### config.mk
export PLATFORM = sky130hd
export DESIGN_NAME = rotation_parser_flat
export DESIGN_NICKNAME = d
export VERILOG_FILES = /design/src/rtl/rotation_parser_if.sv /design/src/rtl/rotation_parser.sv /design/src/flat_wrapper.sv
export SDC_FILE = /design/constraint.sdc
export NUM_CORES = 1
export LEC_CHECK = 0
export ABC_AREA = 1
export BUFFER_PORTS_ARGS = -buffer_cell sky130_fd_sc_hd__buf_2
export CAP_MARGIN = 20
export CELL_PAD_IN_SITES_DETAIL_PLACEMENT = 0
export CELL_PAD_IN_SITES_GLOBAL_PLACEMENT = 2
export CORE_ASPECT_RATIO = 0.8
export CORE_UTILIZATION = 32
export DETAILED_ROUTE_END_ITERATION = 8
export PLACE_DENSITY = 0.94
export SETUP_SLACK_MARGIN = 0.15
export SLEW_MARGIN = 20
export SYNTH_ARGS = -nofsm -noshare
export SYNTH_HDL_FRONTEND = slang
export SYNTH_SLANG_ARGS = --single-unit
### constraint.sdc
create_clock -name clk -period 4.4 [get_ports clk]
set_input_delay 0.44 -clock clk [delete_from_list [all_inputs] [get_ports clk]]
set_output_delay 0.44 -clock clk [all_outputs]
set_load 0.05 [all_outputs]
### src/rtl/rotation_parser_if.sv
// Byte stream in from the UART receiver and signed rotation words out to the dial coprocessor.
interface rotation_parser_if #(
    parameter int WIDTH_DOUT = 128
);
    logic [7:0]            rx_byte;
    logic                  rx_valid;
    logic [WIDTH_DOUT-1:0] dout;
    logic                  dout_valid;
    logic                  dout_ready;

    modport master (
        output rx_byte,
        output rx_valid,
        output dout_ready,
        input  dout,
        input  dout_valid
    );

    modport slave (
        input  rx_byte,
        input  rx_valid,
        input  dout_ready,
        output dout,
        output dout_valid
    );
endinterface

### src/rtl/rotation_parser.sv
// Parses ASCII rotation lines ("L68", "R48", ...) into signed words held in a one-entry valid/ready register.
//
// state   | meaning
// IDLE    | waiting for 'L' or 'R'; separators ignored
// DIR     | direction seen, no digits yet
// DIGITS  | accumulating decimal digits
// DISCARD | malformed line, skipping to LF or ','
module rotation_parser #(
    parameter int WIDTH_DOUT  = 128,
    parameter int WIDTH_VALUE = 32,
    parameter int MAX_DIGITS  = 6
) (
    input  logic                    clk,
    input  logic                    rst,
    rotation_parser_if.slave        bus,
    output logic [15:0]             line_count,
    output logic [2:0]              err_flags,
    input  logic                    clr_err
);

    localparam logic [1:0] IDLE    = 2'd0;
    localparam logic [1:0] DIR     = 2'd1;
    localparam logic [1:0] DIGITS  = 2'd2;
    localparam logic [1:0] DISCARD = 2'd3;

    localparam int                NDIG_W   = $clog2(MAX_DIGITS + 1);
    localparam logic [NDIG_W-1:0] NDIG_MAX = NDIG_W'(MAX_DIGITS);

    localparam logic [7:0] CH_CR    = 8'h0d;
    localparam logic [7:0] CH_LF    = 8'h0a;
    localparam logic [7:0] CH_SPACE = 8'h20;
    localparam logic [7:0] CH_COMMA = 8'h2c;
    localparam logic [7:0] CH_L     = 8'h4c;
    localparam logic [7:0] CH_R     = 8'h52;
    localparam logic [7:0] CH_0     = 8'h30;
    localparam logic [7:0] CH_9     = 8'h39;

    logic [1:0]             state, state_n;
    logic [WIDTH_VALUE-1:0] acc, acc_n;
    logic [NDIG_W-1:0]      ndig, ndig_n;
    logic                   neg, neg_n;

    logic is_l, is_r, is_digit, is_term, is_sep, ends_discard;
    logic emit, set_bad, set_ovf, set_ovr, load;
    logic [WIDTH_VALUE-1:0] value;
    logic [WIDTH_DOUT-1:0]  dout_n;

    always_comb begin
        is_l         = (bus.rx_byte == CH_L);
        is_r         = (bus.rx_byte == CH_R);
        is_digit     = (bus.rx_byte >= CH_0) && (bus.rx_byte <= CH_9);
        is_term      = (bus.rx_byte == CH_CR) || (bus.rx_byte == CH_LF) || (bus.rx_byte == CH_COMMA);
        is_sep       = is_term || (bus.rx_byte == CH_SPACE);
        ends_discard = (bus.rx_byte == CH_LF) || (bus.rx_byte == CH_COMMA);
    end

    always_comb begin
        state_n = state;
        acc_n   = acc;
        ndig_n  = ndig;
        neg_n   = neg;
        emit    = 1'b0;
        set_bad = 1'b0;
        set_ovf = 1'b0;
        if (bus.rx_valid) begin
            case (state)
                IDLE: begin
                    if (is_l || is_r) begin
                        state_n = DIR;
                        neg_n   = is_l;
                        acc_n   = '0;
                        ndig_n  = '0;
                    end else if (!is_sep) begin
                        state_n = DISCARD;
                        set_bad = 1'b1;
                    end
                end
                DIR, DIGITS: begin
                    if (is_digit) begin
                        if (ndig == NDIG_MAX) begin
                            state_n = DISCARD;
                            set_ovf = 1'b1;
                        end else begin
                            // acc*10 as shift-add; low nibble of '0'..'9' is the digit value
                            acc_n   = (acc << 3) + (acc << 1) + WIDTH_VALUE'(bus.rx_byte[3:0]);
                            ndig_n  = ndig + NDIG_W'(1);
                            state_n = DIGITS;
                        end
                    end else if (is_term) begin
                        state_n = IDLE;
                        if (state == DIGITS) begin
                            emit = 1'b1;
                        end else begin
                            set_bad = 1'b1;
                        end
                    end else begin
                        state_n = DISCARD;
                        set_bad = 1'b1;
                    end
                end
                DISCARD: begin
                    if (ends_discard) begin
                        state_n = IDLE;
                    end
                end
                default: state_n = IDLE;
            endcase
        end
    end

    always_comb begin
        value  = neg ? (WIDTH_VALUE'(0) - acc) : acc;
        dout_n = {{(WIDTH_DOUT - WIDTH_VALUE){value[WIDTH_VALUE-1]}}, value};
        // a transfer in the same cycle frees the register for the new emit
        load    = emit && (!bus.dout_valid || bus.dout_ready);
        set_ovr = emit && bus.dout_valid && !bus.dout_ready;
    end

    always_ff @(posedge clk) begin
        if (rst) begin
            state          <= IDLE;
            acc            <= '0;
            ndig           <= '0;
            neg            <= 1'b0;
            bus.dout       <= '0;
            bus.dout_valid <= 1'b0;
            line_count     <= '0;
            err_flags      <= '0;
        end else begin
            state <= state_n;
            acc   <= acc_n;
            ndig  <= ndig_n;
            neg   <= neg_n;
            if (load) begin
                bus.dout       <= dout_n;
                bus.dout_valid <= 1'b1;
                line_count     <= line_count + 16'd1;
            end else if (bus.dout_valid && bus.dout_ready) begin
                bus.dout_valid <= 1'b0;
            end
            err_flags <= (clr_err ? 3'b000 : err_flags) | {set_ovr, set_ovf, set_bad};
        end
    end

endmodule

### src/flat_wrapper.sv
// flat-port wrapper written by rule: the top's interface ports become plain ports
module rotation_parser_flat 
#(
    parameter int WIDTH_DOUT  = 128,
    parameter int WIDTH_VALUE = 32,
    parameter int MAX_DIGITS  = 6
)
  (clk, rst, line_count, err_flags, clr_err, bus_rx_byte, bus_rx_valid, bus_dout_ready, bus_dout, bus_dout_valid);
  rotation_parser_if #(.WIDTH_DOUT(WIDTH_DOUT)) bus_i ();
  input  logic clk;
  input  logic rst;
  output logic [15:0] line_count;
  output logic [2:0] err_flags;
  input  logic clr_err;
  input wire logic [$bits(bus_i.rx_byte)-1:0] bus_rx_byte;
  input wire logic [$bits(bus_i.rx_valid)-1:0] bus_rx_valid;
  input wire logic [$bits(bus_i.dout_ready)-1:0] bus_dout_ready;
  output wire logic [$bits(bus_i.dout)-1:0] bus_dout;
  output wire logic [$bits(bus_i.dout_valid)-1:0] bus_dout_valid;
  assign bus_i.rx_byte = bus_rx_byte;
  assign bus_i.rx_valid = bus_rx_valid;
  assign bus_i.dout_ready = bus_dout_ready;
  assign bus_dout = bus_i.dout;
  assign bus_dout_valid = bus_i.dout_valid;
  rotation_parser #(.WIDTH_DOUT(WIDTH_DOUT), .WIDTH_VALUE(WIDTH_VALUE), .MAX_DIGITS(MAX_DIGITS)) u_core (.clk(clk), .rst(rst), .bus(bus_i), .line_count(line_count), .err_flags(err_flags), .clr_err(clr_err));
endmodule
# Word level (Yosys, flattened, before mapping)
# Index checks and enable logic that the tools add are counted.
# classes
n_addsub	5
n_lt_le_gt_ge	2
eq_ne	15
muxes	35
n_bitwise	1
reduce_logical	20
# op_table
op	count
$mux 32	4
$pmux 32 s2	1
$add 32x32->32	1
$add 32x4->32	1
$sub 1x32->32 const A	1
$mux 1	18
$add 16x1->16 const B	1
$eq 8x4->1 const B	2
$eq 8x6->1 const B	2
$eq 8x7->1 const B	2
$mux 3	4
$mux 2	5
$ge 8x6->1 const B	1
$le 8x6->1 const B	1
$logic_or 1x1->1	6
$ne 2x1->1 const B	3
$pmux 2 s3	1
$pmux 3 s2	1
$reduce_and 3->1	2
$logic_and 1x1->1	5
$reduce_and 5->1	1
$eq 2x2->1 const B	2
$reduce_bool 2->1	2
$add 3x1->3 const B	1
other kinds (9)	10
# totals
register_bits	90
out_inout_bits	148
word_cells	86

# Depth between registers and ports, before layout
# Gate-level depths: netlist of the first run.
# depth
ltp_word	10
mapped_depth	15
depth_no_buf	15

# Worst setup path after synthesis of the first run
# No wires, ideal clock.
# synth_path
path_type	register to output
from	reg u_core.bus.dout[31] (netlist name)
to	out bus_dout[100]
arrival_time_ns	2.631
t_required_ns	3.960
path_slack_ns	1.329
stages_incl_launch_ff	2
cell_sequence	dfxtp_1 > buf_4
# synth_rtl
item	line	rtl
end, declared	flat_wrapper.sv:18	output wire logic [$bits(bus_i.dout)-1:0] bus_dout;
# No word-level cell between the ends.

# Worst setup path after layout of the first run
# layout_path
from	reg u_core.state[1]
to	reg u_core.bus.dout[29]
# layout_between
elab_chain_len	7
# layout_lines
item	line	rtl
start, declared	rotation_parser.sv:38	logic [1:0] state, state_n;
start signal, assigned	rotation_parser.sv:130	state <= state_n;
$eq 2x2->1	rotation_parser.sv:66, rotation_parser.sv:91	
$mux 1	rotation_parser.sv:91	if (state == DIGITS) begin
$mux 1	rotation_parser.sv:89	end else if (is_term) begin
$mux 1	rotation_parser.sv:79	if (is_digit) begin
$mux 1 *	rotation_parser.sv:66	case (state)
$mux 1 *	rotation_parser.sv:65	if (bus.rx_valid) begin
$logic_and 1x1->1 *	rotation_parser.sv:115	load = emit && (!bus.dout_valid || bus.dout_ready);
end signal, assigned	rotation_parser.sv:135	bus.dout <= dout_n;
end, declared	rotation_parser_if.sv:23	output dout,
# Mark *: on every way between the ends. The rest lies on a longest branch, timed or not.
# A chain may end at the register's enable or synchronous reset.

==> impl_metrics.yaml, run 1 <==
setup_path:
  cp_slowest_stage_delay_ns: 0.90
  cp_cell_sequence: "inv_1 > ha_1 > nand3_1 > inv_1 > nand4_4 > inv_2 > nand3_1 > nand2_1 > inv_1"
  required_ns: 4.67
  cp-start-kind: "register"
  cp_max_fo: 54
  reg2reg_slack_ns: 1.34
  crit_arrival_ns: 3.33
  path_class: "reg -> reg"
  endpoint_kind: "register"
  cp_slowest_cell: "inv_2"
  cp_common_cell: "inv_1"
  crit_family: "buffers and inverters"
  path_buf_inv: 4
die:
  dieArea_um2: 26000
  io_pins: 161
  core_um2: 24600
  die_w_um: 180
  row_count: 51
  fp.dieH_um: 144
  start_util: 0.330
synthesis:
  synth_area_leaders: "dfxtp_1, nand2_1, ha_1, buf_4, inv_1"
  synth_nets: 1391
  yosys.area.top_type: "dfxtp_1"
  async_flop_share: 0
  ys_types: 36
  avgSynthCellArea_um2: 6.18
  netlist_area_um2: 8100
  synth_top_area_frac: 0.222
  ys.flop_type: "dfxtp_1"
  seq_area_frac_synth: 0.222
  synth_warnings: 0
  synthesis.instances: 1310
  synth-seq-cells: 90
  synth-edff-count: 0
power:
  peakVddDrop_v: 0.000170
  p_sw_frac: 0.282
  power_density_nw_per_um2: 210
  p_int_uw: 1310
  p_leak_uw: 0.00517
  power_frac_comb: 0.102
  seqPwrFrac: 0.451
  p_sw_uw: 515
  p_clk_frac: 0.447
final_layout:
  final_common_cell: "nand2_1"
  final_net_count: 1437
  area_growth_pct: 7.80
  final_cell_mix: "nand2_1, inv_1, buf_2"
  drive_above_1_share: 0.139
  fillers: 2737
  multi_input_area_um2: 4740
  regArea_um2: 1810
  antenna-diode-count: 0
clock_network:
  ctsRootBufferMaster: "clkbuf_16"
  clock-sinks: 90
  clk_path_buf_depth: 2
  clkTransAtPathRegs_ns: 0.08
  cts_resized: 0
  hold_buffers: 0
  cts_made_buffers: 9
  cts_tree: "yes"
  post_cts.repair.setup_buffers: 0
  h-tree-depth: 3
  clk_latency_ns: 0.36
timing:
  setup_viol_count_final: 0
  fmax_ghz: 0.327
  relSlewSlack: 0.295
  period_share: 0.695
  min_period_ns: 3.06
  whs_ns: 0.362
  rsz0062_at_grt: "false"
  finalHoldViolations: 0
  worst_pin_slew_ns: 1.06
  skew_ns: 0.0148
  setup_tns_ns: 0
  drv_slew: 0
global_route:
  grt_util_met3: 0.0252
  grt_pass1_vias: 6880
  grt_max_degree: 99
  grt_busiest_layer: "met2"
  grt_util_met2: 0.271
  grt-ovfl-total: 0
  use_met1: 0.255
  grt.total_usage: 0.175
  grt_pass1_wl_um: 36400
  antenna_found_initial: 0
detailed_routing:
  vias_per_cell: 4.65
  drt-pass1-iter-count: 7
  drc: 10
  routed_wl_um: 22900
  ant_nets: 0
  vias: 7796
  drt_iter0_drc: 443
  wl_per_cell_um: 13.7
outcome:
  failed_checks: "DRC"
  status: "complete, but fails checks"
flow_run:
  cap_violations: 0
placement:
  gp_congestion: 0.853
  io_buffer_count: 160
  dpl.hpwl_um: 17700
hold_path:
  worstHoldPathType: "in -> reg"
-- kinds of logic (layout without fill, tap and decap cells) --
family,after synthesis,in the layout,synth area share
buf+inv,307,357,0.192
compound gates,137,137,0.0879
xor+xnor,47,47,0.0508
fa+ha+maj,68,68,0.107
mux,1,1,0.00124
simple gates,660,660,0.339
flops,90,90,0.222
-- flip-flops by register name, indices dropped and copies added (netlist names) --
register and count:
u_core.acc 32, u_core.bus.dout 32, u_core.line_count 16, u_core.err_flags 3
u_core.ndig 3, u_core.state 2, u_core.bus.dout_valid 1, u_core.neg 1
-- layer usage --
layer,wire length [um],share of wire
met1,12100,0.53
met2,9640,0.42
met3,1010,0.044
met4,244,0.011
met5,0,0
-- final cells by class --
| class | instances | area share |
|---|---|---|
| clock inverters | 6 | 0.00831 |
| clock buffers | 9 | 0.0258 |
| inverters | 181 | 0.0778 |
| multi-input cells | 913 | 0.543 |
| flip-flops and latches | 90 | 0.207 |
| repair buffers | 161 | 0.0926 |
| well taps | 318 | 0.0456 |
-- worst paths after layout --
path	end	startpoint	cells past startpoint
max reg2reg	u_core.bus.dout[29]	u_core.state[1]	9
min	u_core.err_flags[0]	clr_err	4
max	u_core.bus.dout[29]	u_core.state[1]	9
min reg2reg	u_core.err_flags[0]	u_core.err_flags[0]	2
-- synth_stat cells, types with 2 or more instances --
cell type / number
nand4_1: 14
nand2_1: 423
xnor2_1: 9
nand3_1: 81
ha_1: 66
nand3_2: 2
fa_1: 2
xor2_1: 38
nor4_1: 2
buf_6: 3
buf_4: 100
inv_2: 2
nor2_2: 2
nor2_1: 112
buf_2: 4
o21ai_0: 18
a22oi_1: 2
clkbuf_1: 18
o21bai_1: 6
nand3b_1: 7
dfxtp_1: 90
nor3_1: 9
a21oi_1: 109
inv_1: 179
-- metrics by stage --
| stage | std cells | power (uW) | instance area (um^2) | util | worst slack, ns |
|---|---|---|---|---|---|
| floorplan | 1310 | 984 | 8100 | - | 1.33 |
| global placement | 1663 | 1030 | 8430 | 0.343 | 1.27 |
| detailed placement | 1663 | 1030 | 8430 | 0.343 | 1.24 |
| CTS | 1678 | 1860 | 8730 | 0.355 | 1.29 |
| global route | 1678 | 1900 | 8730 | 0.355 | 1.02 |
| finish | 1678 | 1830 | 8730 | 0.355 | 1.34 |
-- worst min-delay path, cell delays in order --
cell and delay [ns]:
buf_2 0.07, inv_1 0.05, nand2_1 0.05, a21oi_1 0.05
-- power groups by stage --
| stage | sequential [uW] | combinational, uW | clock, uW |
|---|---|---|---|
| 2_1_floorplan | 848 | 136 | 0 |
| 3_3_place_gp | 845 | 187 | 0 |
| 3_5_place_dp | 845 | 186 | 0 |
| 4_1_cts | 826 | 187 | 848 |
| 5_1_grt | 826 | 209 | 869 |
| 6_report | 826 | 187 | 818 |
Power figures use the tool's default switching activity.
==> run 2, diff against run 1 <==
--- a/config.mk
+++ b/config.mk
@@ -5,15 +5,15 @@
 export SDC_FILE = /design/constraint.sdc
 export NUM_CORES = 1
 export LEC_CHECK = 0
-export ABC_AREA = 1
+export ABC_AREA = 0
 export BUFFER_PORTS_ARGS = -buffer_cell sky130_fd_sc_hd__buf_2
 export CAP_MARGIN = 20
 export CELL_PAD_IN_SITES_DETAIL_PLACEMENT = 0
 export CELL_PAD_IN_SITES_GLOBAL_PLACEMENT = 2
 export CORE_ASPECT_RATIO = 0.8
-export CORE_UTILIZATION = 32
+export CORE_UTILIZATION = 29
 export DETAILED_ROUTE_END_ITERATION = 8
-export PLACE_DENSITY = 0.94
+export PLACE_DENSITY = 0.85
 export SETUP_SLACK_MARGIN = 0.15
 export SLEW_MARGIN = 20
 export SYNTH_ARGS = -nofsm -noshare
==> constraint.sdc (replaced) <==
create_clock -name clk -period 2.57 [get_ports clk]
set_input_delay 0.257 -clock clk [delete_from_list [all_inputs] [get_ports clk]]
set_output_delay 0.257 -clock clk [all_outputs]
set_load 0.05 [all_outputs]
==> run 2 against run 1 <==
Compared with the run above: the flow finishes with violations (setup timing); sequential power rose by 71%; count of clock-buffer cells in the layout did not move; hold slack got worse by 0.17 ns; register-to-register slack got worse by 1.8 ns; global-route usage fell by 2.4 points; wire length fell by 20%; non-clock buffer count rose by 138; largest cell class unchanged; largest power group is now clock.
==> impl_metrics.yaml, run 2 <==
outcome:
  status: "complete, but fails checks"
  failed_checks: "setup timing"
hold_path:
  hp-start: "clr_err"
  worstHoldPathType: "in -> reg"
  hold_depth: 3
  hold_end: "u_core.err_flags[0]"
final_layout:
  drive_above_1_share: 0.389
  area_growth_pct: 30.7
  final_common_cell: "buf_2"
  top_regs: "u_core.acc: 32 flops, u_core.bus.dout: 32 flops, u_core.line_count: 16 flops"
  final_cell_mix: "buf_2, buf_4, dfxtp_1"
  fillers: 2329
  final_net_count: 1089
  antenna-diode-count: 0
flow_run:
  cap_violations: 0
detailed_routing:
  wl_per_cell_um: 13.9
  drt-pass1-iter-count: 5
  ant_nets: 0
  vias_per_cell: 4.72
  drc: 0
  vias: 6224
  routed_wl_um: 18300
  drt_iter0_drc: 344
setup_path:
  cp_max_fo: 3
  cp_slowest_stage_delay_ns: 0.51
  cp_common_cell: "inv_2"
  cp-start-kind: "register"
  r2r-end: "u_core.acc[31]"
  reg2reg_slack_ns: -0.45
  path_class: "reg -> reg"
  endpoint_kind: "register"
  rr_startpoint: "u_core.acc[0]"
  cp_cell_sequence: "inv_2 > fa_1 > inv_2 > ha_4 > a21o_1 > nand4_1 > a211o_1 > a21oi_4 > o21ai_2 > a31o_4 > a2111oi_4 > o21ai_1 > a32o_1"
  crit_arrival_ns: 3.27
  cp_slowest_cell: "fa_1"
  ff2ff_path_depth: 13
  required_ns: 2.82
clock_network:
  clock-sinks: 90
  cts_tree: "yes"
  ctsRootBufferMaster: "clkbuf_16"
  h-tree-depth: 3
  clk_latency_ns: 0.36
  cts_made_buffers: 9
  clk_path_buf_depth: 2
  clkTransAtPathRegs_ns: 0.08
timing:
  drv_slew: 0
  period_share: 1.18
  setup_viol_count_final: 24
  fmax_ghz: 0.331
  worst_pin_slew_ns: 0.881
  rsz0062_at_grt: "true"
  whs_ns: 0.189
  finalHoldViolations: 0
  skew_ns: 0.0109
  relSlewSlack: 0.412
  timing.final.ws_setup_ns: -0.451
  min_period_ns: 3.02
synthesis:
  synthTopCellsByCount: "buf_4, dfxtp_1, nand2_1"
  yosys.area.top_type: "dfxtp_1"
  yosysMostFrequentCell: "buf_4"
  synth_nets: 903
  avgSynthCellArea_um2: 8.23
  synthesis.instances: 822
  synth_warnings: 0
  synth-edff-count: 0
  synth-seq-cells: 90
  async_flop_share: 0
  netlist_area_um2: 6770
  synth_top_area_frac: 0.266
  ys_types: 70
  ys.flop_type: "dfxtp_1"
  seq_area_frac_synth: 0.266
  synth_area_leaders: "dfxtp_1, ha_1, buf_4, xor2_1, a21oi_1"
die:
  die_w_um: 173
  dieArea_um2: 24000
  start_util: 0.298
  core_um2: 22700
  io_pins: 161
  fp.dieH_um: 139
  row_count: 49
global_route:
  grt_max_degree: 61
  antenna_found_initial: 0
  grt-ovfl-total: 0
  grt_pass1_wl_um: 29500
  grt_pass1_vias: 5554
  grt.total_usage: 0.152
power:
  power_frac_comb: 0.099
  p_sw_uw: 846
  p_sw_frac: 0.269
  peakVddDrop_v: 0.000240
  seqPwrFrac: 0.447
  p_int_uw: 2300
  p_leak_uw: 0.00441
  finalPower_uw: 3140
  power_density_nw_per_um2: 356
  p_clk_frac: 0.454
placement:
  dpl_worst_slack_ns: -0.622
  dpl.hpwl_um: 14400
  gp_congestion: 0.812
  io_buffer_count: 160
-- run 2: cell type report --
cell class	count	area (um^2)	share of cell area
clock inverter	7	92.6	0.0105
clock buffer	9	225	0.0255
timing repair buffer	299	1900	0.215
multi-input combinational	585	4330	0.490
inverter	23	86.3	0.00977
sequential	90	1820	0.206
tap	306	383	0.0433
-- run 2: through the flow --
| step | utilization | TNS (ns) | cells | area [um^2] |
|---|---|---|---|---|
| after floorplan | - | -1.29 | 822 | 6810 |
| after global placement | 0.357 | -7.40 | 1286 | 8090 |
| after detailed placement | 0.357 | -8.12 | 1286 | 8090 |
| after CTS | 0.381 | -6.70 | 1311 | 8630 |
| after global routing | 0.390 | -10.43 | 1319 | 8840 |
| final | 0.390 | -6.93 | 1319 | 8840 |
-- run 2: logic make-up after synthesis --
logic type | Yosys count | synth area share
adders and majority gates | 68 | 0.128
xor gates and xnor gates | 63 | 0.0815
muxes | 4 | 0.00610
buffers and inverters | 147 | 0.135
DFF | 90 | 0.266
and+or+nand+nor | 250 | 0.185
AOI/OAI and AO/OA | 200 | 0.198
-- run 2: repair_timing --
item | 4_1_cts | 5_1_grt
buffers inserted | 9 | 8
endpoints found under the setup margin | 33 | 38
hold buffers | 0 | 0
gates resized for setup | 35 | 34
pin swaps | 39 | 37
-- run 2: routing by layer --
layer  routed length (um)  global-route usage  vias to the layer above
met5                    0                   0                        -
met4                  219              0.0475                        0
met3                  617              0.0143                       12
met2                 7700               0.227                      154
met1                 9750               0.228                     2859
li1                     -                   -                     3199
-- run 2: power groups by stage --
| stage | combinational, uW | clock, uW | sequential, uW |
|---|---|---|---|
| final | 311 | 1430 | 1410 |
| after global routing | 342 | 1510 | 1410 |
| after CTS | 301 | 1460 | 1410 |
| after detailed placement | 295 | 0 | 1440 |
| after global placement | 296 | 0 | 1440 |
| after floorplan | 171 | 0 | 1450 |
-- run 2: how the worst max path moves through the flow --
| stage | depth (start not counted) | slack [ns] | end | from |
|---|---|---|---|---|
| floorplan | 13 | -0.39 | u_core.acc[31] | u_core.acc[0] |
| global placement | 14 | -0.59 | u_core.acc[31] | bus_rx_byte[3] |
| CTS | 13 | -0.49 | u_core.acc[31] | u_core.acc[0] |
| finish | 13 | -0.45 | u_core.acc[31] | u_core.acc[0] |
| global route | 15 | -0.57 | u_core.acc[25] | u_core.acc[2] |
| detailed placement | 14 | -0.62 | u_core.acc[31] | bus_rx_byte[3] |
-- run 2: worst max-delay path: cells and delay by family (launching register included) --
family / cells / cell delay (ns)
buf+inv: 2 / 0.10
fa+ha+maj: 2 / 0.76
simple gates: 1 / 0.11
compound gates: 8 / 1.58
flops: 1 / 0.35
==> run 3, diff against run 2 <==
--- a/config.mk
+++ b/config.mk
@@ -13,7 +13,7 @@
 export CORE_ASPECT_RATIO = 0.8
 export CORE_UTILIZATION = 29
 export DETAILED_ROUTE_END_ITERATION = 8
-export PLACE_DENSITY = 0.85
+export PLACE_DENSITY_LB_ADDON = 0.05
 export SETUP_SLACK_MARGIN = 0.15
 export SLEW_MARGIN = 20
 export SYNTH_ARGS = -nofsm -noshare
==> run 3 against run 2 <==
Compared with the run above: sequential share of layout area fell by 0.10 points; maximum frequency fell by 1.6%; the run still ends with setup timing left; largest cell class unchanged; wire length rose by 5.9%; clock skew fell by 0.0037 ns; total power rose by 4.9%; critical endpoint unchanged.
==> impl_metrics.yaml, run 3 (synthesis results as in run 2) <==
detailed_routing:
  ant_nets: 0
  routed_wl_um: 19400
  drt_iter0_drc: 264
  vias: 6228
  vias_per_cell: 4.76
  drc: 0
  wl_per_cell_um: 14.8
  drt-pass1-iter-count: 4
setup_path:
  cp-start-kind: "register"
  r2r-end: "u_core.acc[31]"
  cp_max_fo: 6
  path_class: "reg -> reg"
  required_ns: 2.81
  endpoint_kind: "register"
  ff2ff_path_depth: 12
  reg2reg_slack_ns: -0.50
  crit_arrival_ns: 3.31
  rr_startpoint: "u_core.acc[2]"
hold_path:
  hold_end: "u_core.acc[0]"
  hp-start: "bus_rx_byte[0]"
  worstHoldPathType: "in -> reg"
  hold_depth: 3
final_layout:
  antenna-diode-count: 0
  area_growth_pct: 31.2
  top_regs: "u_core.acc: 32 flops, u_core.bus.dout: 32 flops, u_core.line_count: 16 flops"
  final_common_cell: "buf_2"
  final_net_count: 1078
  fillers: 2322
  final_cell_mix: "buf_2, buf_4, dfxtp_1"
  postLayoutCoreUtil: 0.391
  drive_above_1_share: 0.387
die:
  core_um2: 22700
  io_pins: 161
  dieArea_um2: 24000
  row_count: 49
  fp.dieH_um: 139
  start_util: 0.298
  die_w_um: 173
timing:
  drv_slew: 0
  min_period_ns: 3.07
  skew_ns: 0.00725
  finalHoldViolations: 0
  rsz0062_at_grt: "true"
  relSlewSlack: 0.506
  worst_pin_slew_ns: 0.740
  fmax_ghz: 0.326
  timing.final.ws_setup_ns: -0.498
  period_share: 1.19
  whs_ns: 0.200
  setup_viol_count_final: 23
power:
  power_density_nw_per_um2: 372
  peakVddDrop_v: 0.000225
  p_leak_uw: 0.00437
outcome:
  status: "complete, but fails checks"
  failed_checks: "setup timing"
clock_network:
  clk_latency_ns: 0.35
  ctsRootBufferMaster: "clkbuf_16"
  clk_path_buf_depth: 2
  cts_made_buffers: 9
  clkTransAtPathRegs_ns: 0.07
  h-tree-depth: 3
  clock-sinks: 90
  cts_tree: "yes"
global_route:
  grt_util_met3: 0.0247
  grt_util_met2: 0.273
  antenna_found_initial: 0
  grt_max_degree: 62
  grt-ovfl-total: 0
  grt_pass1_vias: 6015
  grt.total_usage: 0.163
  grt_pass1_wl_um: 32000
  grt_busiest_layer: "met2"
  use_met1: 0.221
placement:
  dpl.hpwl_um: 15000
  io_buffer_count: 160
  gp_congestion: 0.812
flow_run:
  cap_violations: 0
run 3: worst max-delay path by stage:
stage	cells after the start	slack (ns)	to	startpoint
6_report	12	-0.50	u_core.acc[31]	u_core.acc[2]
2_1_floorplan	13	-0.39	u_core.acc[31]	u_core.acc[0]
3_5_place_dp	14	-0.64	u_core.acc[31]	bus_rx_byte[3]
5_1_grt	13	-0.64	u_core.acc[31]	u_core.acc[0]
3_3_place_gp	14	-0.61	u_core.acc[31]	bus_rx_byte[3]
4_1_cts	13	-0.53	u_core.acc[31]	u_core.acc[0]
run 3: timing repair:
action | in CTS | in global routing
buffers inserted | 12 | 6
setup endpoints to repair | 35 | 44
pin swaps | 48 | 32
hold buffers | 0 | 0
resized for setup | 51 | 31
hold endpoints to repair | 0 | 0
run 3: per-layer routing:
metal | vias to the layer above | wire length [um]
met5 | - | 0
met4 | 0 | 195
met3 | 8 | 665
met2 | 133 | 8910
met1 | 2922 | 9600
li1 | 3165 | -
run 3: metrics by stage:
step | power, uW | cells | TNS, ns | area (um^2) | worst slack [ns]
final | 3300 | 1308 | -5.26 | 8880 | -0.498
after global placement | 1760 | 1274 | -7.43 | 8020 | -0.608
after floorplan | 1620 | 822 | -1.29 | 6810 | -0.394
after global routing | 3430 | 1308 | -9.54 | 8880 | -0.641
after CTS | 3340 | 1302 | -6.41 | 8710 | -0.526
after detailed placement | 1760 | 1274 | -8.01 | 8020 | -0.640
run 3: worst max-delay path, cell delays in order, from the launching register on:
cell and delay, ns:
dfxtp_4 0.34, buf_4 0.16, ha_1 0.30, ha_1 0.37, nand3_1 0.09, and2_1 0.19, a211o_1 0.36, a21oi_4 0.18
o21ai_2 0.08, a31o_4 0.26, a2111oi_4 0.31, o21ai_1 0.09, a32o_1 0.24
run 3: cell type report:
type | count | area [um^2] | share of cell area
inverter | 23 | 86.3 | 0.00972
clock buffer | 11 | 264 | 0.0297
sequential | 90 | 1820 | 0.205
tap | 306 | 383 | 0.0431
clock inverter | 5 | 81.3 | 0.00916
timing repair buffer | 288 | 1860 | 0.210
multi-input combinational | 585 | 4380 | 0.494
run 3: where the power goes:
group | leakage, uW | switching [uW] | internal (uW) | total (uW)
sequential | 0.000730 | 5.80 | 1400 | 1410
combinational | 0.00348 | 219 | 127 | 346
clock | 0.000167 | 605 | 941 | 1550
total | 0.00437 | 829 | 2470 | 3300
